$ cat config.mk
export PLATFORM = sky130hd
export DESIGN_NAME = parking_lot_ctrl
export DESIGN_NICKNAME = d
export VERILOG_FILES = /design/src/rtl/parking_lot_ctrl.sv
export SDC_FILE = /design/constraint.sdc
export NUM_CORES = 1
export LEC_CHECK = 0
export ABC_AREA = 1
export CELL_PAD_IN_SITES_DETAIL_PLACEMENT = 0
export CELL_PAD_IN_SITES_GLOBAL_PLACEMENT = 1
export CORE_MARGIN = 2
export CORE_UTILIZATION = 37
export CTS_CLUSTER_SIZE = 40
export DETAILED_ROUTE_END_ITERATION = 12
export MAX_ROUTING_LAYER = met4
export PLACE_DENSITY_LB_ADDON = 0.1
export SLEW_MARGIN = 40
export SYNTH_ARGS = -nofsm -noshare
export SYNTH_HDL_FRONTEND = slang
export SYNTH_SLANG_ARGS = --single-unit
export TNS_END_PERCENT = 100
$ cat constraint.sdc
create_clock -name clk -period 1.9 [get_ports clk]
set_input_delay 0.285 -clock clk [delete_from_list [all_inputs] [get_ports clk]]
set_output_delay 0.285 -clock clk [all_outputs]
set_load 0.005 [all_outputs]
$ cat src/rtl/parking_lot_ctrl.sv
// Parking lot gate sequencer: decodes entry/exit sensor
// sequences and tracks occupancy with sticky error flag.
module parking_lot_ctrl #(
  parameter int CAPACITY = 16,
  localparam int CW = $clog2(CAPACITY + 1)
) (
  input  logic          clk,
  input  logic          reset,
  input  logic          a,
  input  logic          b,
  output logic          enter,
  output logic          exit,
  output logic [CW-1:0] count,
  output logic          full,
  output logic          empty,
  output logic          err
);

  localparam logic [CW-1:0] CAP = CW'(CAPACITY);

  typedef enum logic [2:0] {
    IDLE,
    IN1,
    IN2,
    IN3,
    OUT1,
    OUT2,
    OUT3
  } state_t;

  state_t state_q;
  state_t state_d;

  logic a_m;
  logic a_s;
  logic b_m;
  logic b_s;
  logic ent_ev;
  logic ext_ev;
  logic [1:0] ab;

  assign ab = {a_s, b_s};

  always_comb begin
    state_d = state_q;
    ent_ev  = 1'b0;
    ext_ev  = 1'b0;
    unique case (state_q)
      IDLE: begin
        if (ab == 2'b10) state_d = IN1;
        if (ab == 2'b01) state_d = OUT1;
      end
      IN1: begin
        unique case (ab)
          2'b11:   state_d = IN2;
          2'b10:   state_d = IN1;
          default: state_d = IDLE;
        endcase
      end
      IN2: begin
        unique case (ab)
          2'b01:   state_d = IN3;
          2'b10:   state_d = IN1;
          2'b11:   state_d = IN2;
          default: state_d = IDLE;
        endcase
      end
      IN3: begin
        unique case (ab)
          2'b00: begin
            state_d = IDLE;
            ent_ev  = 1'b1;
          end
          2'b11:   state_d = IN2;
          2'b01:   state_d = IN3;
          default: state_d = IDLE;
        endcase
      end
      OUT1: begin
        unique case (ab)
          2'b11:   state_d = OUT2;
          2'b01:   state_d = OUT1;
          default: state_d = IDLE;
        endcase
      end
      OUT2: begin
        unique case (ab)
          2'b10:   state_d = OUT3;
          2'b01:   state_d = OUT1;
          2'b11:   state_d = OUT2;
          default: state_d = IDLE;
        endcase
      end
      OUT3: begin
        unique case (ab)
          2'b00: begin
            state_d = IDLE;
            ext_ev  = 1'b1;
          end
          2'b11:   state_d = OUT2;
          2'b10:   state_d = OUT3;
          default: state_d = IDLE;
        endcase
      end
      default: state_d = IDLE;
    endcase
  end

  always_ff @(posedge clk) begin
    if (reset) begin
      a_m     <= 1'b0;
      a_s     <= 1'b0;
      b_m     <= 1'b0;
      b_s     <= 1'b0;
      state_q <= IDLE;
      enter   <= 1'b0;
      exit    <= 1'b0;
      count   <= '0;
      err     <= 1'b0;
    end else begin
      a_m     <= a;
      a_s     <= a_m;
      b_m     <= b;
      b_s     <= b_m;
      state_q <= state_d;
      enter   <= ent_ev;
      exit    <= ext_ev;
      // Saturate instead of wrapping; the overflow is flagged.
      if (ent_ev) begin
        if (count != CAP) count <= count + CW'(1);
        else err <= 1'b1;
      end
      if (ext_ev) begin
        if (count != '0) count <= count - CW'(1);
        else err <= 1'b1;
      end
    end
  end

  assign full  = (count == CAP);
  assign empty = (count == '0);

endmodule

# Yosys cells after proc, flatten, opt, wreduce, memory -nomap -nowiden
# Index checks and enable logic that the tools add are counted.
op_classes:
  muxes: 20
  add_sub_neg: 2
  eq_ne: 12
  reduce_logical: 4
op_table:
  columns: ["op", "n"]
  rows:
  - ["one-hot mux 3 bit (7 select lines)", 1]
  - ["two-way mux 5 bit", 4]
  - ["one-hot mux 3 bit (2 select lines)", 2]
  - ["equality test 3 bit, second input constant", 3]
  - ["one-hot mux 3 bit (3 select lines)", 1]
  - ["one-hot mux 2 bit (2 select lines)", 2]
  - ["two-way mux 1 bit", 7]
  - ["equality test 3 x 2 -> 1 bit, second input constant", 2]
  - ["two-way mux 3 bit", 2]
  - ["one-hot mux 2 bit (3 select lines)", 1]
  - ["adder 5 x 1 -> 5 bit, second input constant", 1]
  - ["equality test 5 bit, second input constant", 1]
  - ["logical NOT 5 bit", 1]
  - ["inequality test 5 bit, second input constant", 1]
  - ["nonzero test 5 bit", 1]
  - ["subtractor 5 x 1 -> 5 bit, second input constant", 1]
  - ["equality test 2 bit, second input constant", 2]
  - ["equality test 3 x 1 -> 1 bit, second input constant", 1]
  - ["logical NOT 3 bit", 1]
  - ["inequality test 3 bit, second input constant", 1]
  - ["equality test 2 x 1 -> 1 bit, second input constant", 1]
  - ["logical NOT 2 bit", 1]
word_totals:
  ff_bits: 15
  elab_cells: 47
  inputBits: 4
  output_inout_bits: 10

# Longest topological paths before layout
logic_depth:
  ltp_word: 6
  ltp_mapped: 8
  mapped_depth_nobuf: 8

# Least setup slack after synthesis
# OpenSTA, ideal clock, no wires.
synth_timing:
  kind: "register to register"
  startpoint: "reg a_s"
  endpoint: "reg state_q[2]"
  slack_ps: 558
  n_path_buf: 0
  arrival_ps: 1233
  path_stages_with_launch: 8
  path_cell_list: "dfxtp_1 -> inv_1 -> ha_1 -> or2_2 -> o211ai_1 -> o211ai_1 -> nand2_1 -> inv_1"
synth_between:
  elab_chain_cells: 3
synth_rtl:
  columns: ["element", "line", "rtl"]
  rows:
  - ["start, declared", "35", "logic a_s;"]
  - ["start signal, assigned", "122", "a_s <= a_m;"]
  - ["equality test 2 bit (tied with other cells)", "80, 87, 95", null]
  - ["one-hot mux 3 bit (3 select lines) (tied with other cells)", "87", "unique case (ab)"]
  - ["one-hot mux 3 bit (7 select lines)", "48", "unique case (state_q)"]
  - ["end signal, assigned", "125", "state_q <= state_d;"]
  - ["end, declared", "31", "state_t state_q;"]
# Several ways; a longest one is shown, not always the timed one.
# A chain may end at the register's enable or synchronous reset.

# Worst setup path after layout
layout_timing:
  startpoint: "reg count[3]"
  endpoint: "out empty"
layout_between:
  elab_chain_cells: 1
layout_rtl:
  columns: ["element", "line", "rtl"]
  rows:
  - ["start, declared", "13", "output logic [CW-1:0] count,"]
  - ["start signal, assigned", "130", "if (count != CAP) count <= count + CW'(1);"]
  - ["start signal, assigned", "134", "if (count != '0) count <= count - CW'(1);"]
  - ["logical NOT 5 bit", "141", "assign empty = (count == '0);"]
  - ["end, declared", "15", "output logic empty,"]
# Every way passes these cells.

==> impl_metrics.py <==
metrics = {
    "layout": {
        "syn2layout_area_growth_pct": 28.4,
        "final_nets": 170,
        "fin_area_um2": 1230,
        "layout-drive-gt1-share_pct": 17.9,
        "antennaDiodeCount": 0,
    },
    "drt": {
        "num_vias": 877,
        "drtAntennaViolNets": 0,
        "wl_per_cell_um": 10.9,
        "drc_errors": 0,
        "wl_mm": 2.03,
        "first_pass_iters": 4,
        "drt_iter0_markers": 17,
        "vias_per_cell": 4.72,
    },
    "clock_network": {
        "tritoncts": "built",
        "clockBufferDepth": 2,
        "cts_htree_levels": 1,
        "cts_made_buffers": 3,
        "clock-sinks": 15,
        "clk_pin_slew_ns": 0.10,
        "root_buffer": "clkbuf_4",
        "worstSkewPairLatency_ns": 0.28,
    },
    "timing": {
        "slew_violations": 0,
        "setup_viol": 0,
        "finalCritPeriodShare_pct": 94.9,
        "whs_ns": 0.409,
        "fin_crit_ns": 1.80,
        "relSlewSlack_pct": 77.8,
        "tightest_slew_ns": 0.330,
        "rsz0062_at_grt": "false",
        "fin_skew_ns": 0.00975,
        "fin_setup_tns_ns": 0,
        "hold_viol": 0,
        "clock.fmax_mhz": 555,
    },
    "status": {
        "status": "complete, no violations",
    },
    "yosys": {
        "yosysWarnings": 0,
        "synth_nets": 149,
        "ys_ff_latch": 15,
        "postSynthCellCount": 136,
        "ys_types": 25,
        "synth_area_per_cell_um2": 7.04,
        "ys_seq_area_share_pct": 31.4,
        "syn-cell-area_um2": 957,
    },
    "power": {
        "swShare_pct": 25.3,
        "powerDensity_nw_per_um2": 451,
        "p_leak_uw": 0.000603,
        "comb_power_share_pct": 7.9,
        "vdd_drop_max_v": 0.000476,
        "pwr-share-clk_pct": 34.0,
        "switching_power_uw": 140,
        "seqPwrFrac_pct": 58.2,
        "internal-power_uw": 414,
    },
    "setup_path": {
        "criticalPathCategory": "flop to output pin",
        "cp_max_fo": 7,
        "cp_data_arrival_time_ns": 1.52,
        "cp-end-kind": "output pin",
        "cp.required_ns": 1.62,
        "start_kind": "flop",
    },
    "placed_design": {
        "gp_congestion": 0.872,
        "io_buffers": 13,
        "placedInstanceArea_um2": 1120,
        "dp_hpwl_mm": 1.51,
    },
    "grt": {
        "grt-ovfl-total": 0,
        "track_usage_pct": 16.6,
        "grt_pass1_vias": 793,
        "antenna_found_initial": 0,
        "grt_pass1_wl_mm": 3.47,
        "grt_max_degree": 10,
    },
    "floorplanning": {
        "coreArea_um2": 2450,
        "rows": 18,
        "fp.dieArea_um2": 3010,
        "die_w_um": 54.9,
        "die_h_um": 54.9,
        "ioPinCount": 14,
        "initial_utilization_pct": 39.0,
    },
    "hold_path": {
        "hp-class": "flop to flop",
    },
    "run": {
        "maxCapViolations": 0,
    },
}
-- flip-flops by register name (all words and copies together), names as in the netlist --
signal,flops
a_m,1
a_s,1
b_m,1
b_s,1
count,5
enter,1
err,1
exit,1
state_q,3
-- cell families (layout without fill, tap and decap cells) --
family / after synthesis / count (layout) / synth area share, %
compound gates: 15 / 15 / 10.1
simple gates: 69 / 69 / 33.5
fa+ha+maj: 9 / 9 / 11.8
xor+xnor: 3 / 3 / 2.75
flops: 15 / 15 / 31.4
buf+inv: 25 / 45 / 10.6
-- critical path, stage by stage, from the launching register on --
cell             delay, ns
dfxtp_1               0.40
nor2_4                0.18
nand3_4               0.10
inv_1                 0.06
clkdlybuf4s50_1       0.50
-- per-stage QoR --
stage	instances	worst slack, ns	util (%)	total power, uW
3_5_place_dp	179	0.155	45.8	376
3_3_place_gp	179	0.216	45.8	376
4_1_cts	183	0.00668	47.8	563
6_report	186	0.0966	50.1	554
5_1_grt	186	0.000463	50.1	585
2_1_floorplan	136	0.558	-	361
-- power by group through the flow --
stage | Clock [uW] | Combinational [uW] | Sequential, uW
5_1_grt | 210 | 50.2 | 324
3_3_place_gp | 0 | 43.3 | 333
4_1_cts | 194 | 43.2 | 326
6_report | 188 | 43.6 | 323
3_5_place_dp | 0 | 43.0 | 333
2_1_floorplan | 0 | 29.3 | 332
-- routing by layer --
layer  part of all wire [%]  up-vias  routed length, um  global-route usage, %
li1                       -      466                  -                      -
met1                     52      396               1050                   23.6
met2                     44       13                899                   23.6
met3                    2.9        2                 59                   3.28
met4                   0.74        0                 15                   5.00
met5                      0        -                  0                      -
-- worst paths after layout --
check                to  cells past startpoint  startpoint  slack [ns]
setup / recovery  empty                      4    count[3]         0.1
hold / removal      b_s                      2         b_m        0.41
setup reg to reg    err                      8         a_s        0.41
hold reg to reg     b_s                      2         b_m        0.41
-- repair_timing --
item / CTS / global route
buffers inserted: 0 / 3
pin swaps: 0 / 1
hold buffers: 0 / 0
gates resized for setup: 6 / 10
setup endpoints to repair: 2 / 2
-- synthesized netlist by cell type (all sizes together) --
master   n  area, um2
a211oi   1       7.51
nor3     2       10.0
buf      1       11.3
clkbuf   1       3.75
dfxtp   15        300
o211ai   3       22.5
xor2     3       26.3
o21a     1       7.51
inv     23       86.3
o21ai    2       10.0
nor2    19       81.3
or2      1       6.26
nand2   33        134
nand3   11       70.1
o21bai   2       15.0
nand4    3       18.8
ha       9        113
a21oi    6       33.8
-- layout by cell type, fill, tap and decap left out, types with 5 or more instances in the layout --
master,instances
clkdlybuf4s50_1,12
dfxtp_1,12
a21oi_1,5
nand2_1,31
ha_1,8
buf_4,5
nand3_1,7
inv_1,19
nor2_1,16
-- layout make-up --
class | instances | area [um2]
flip-flops and latches | 15 | 309
multi-input cells | 96 | 596
repair buffers | 18 | 170
fillers | 245 | 1230
clock buffers | 3 | 22.5
well taps | 30 | 37.5
inverters | 23 | 88.8
clock inverters | 1 | 5.00
(Power assumes the default switching activity.)
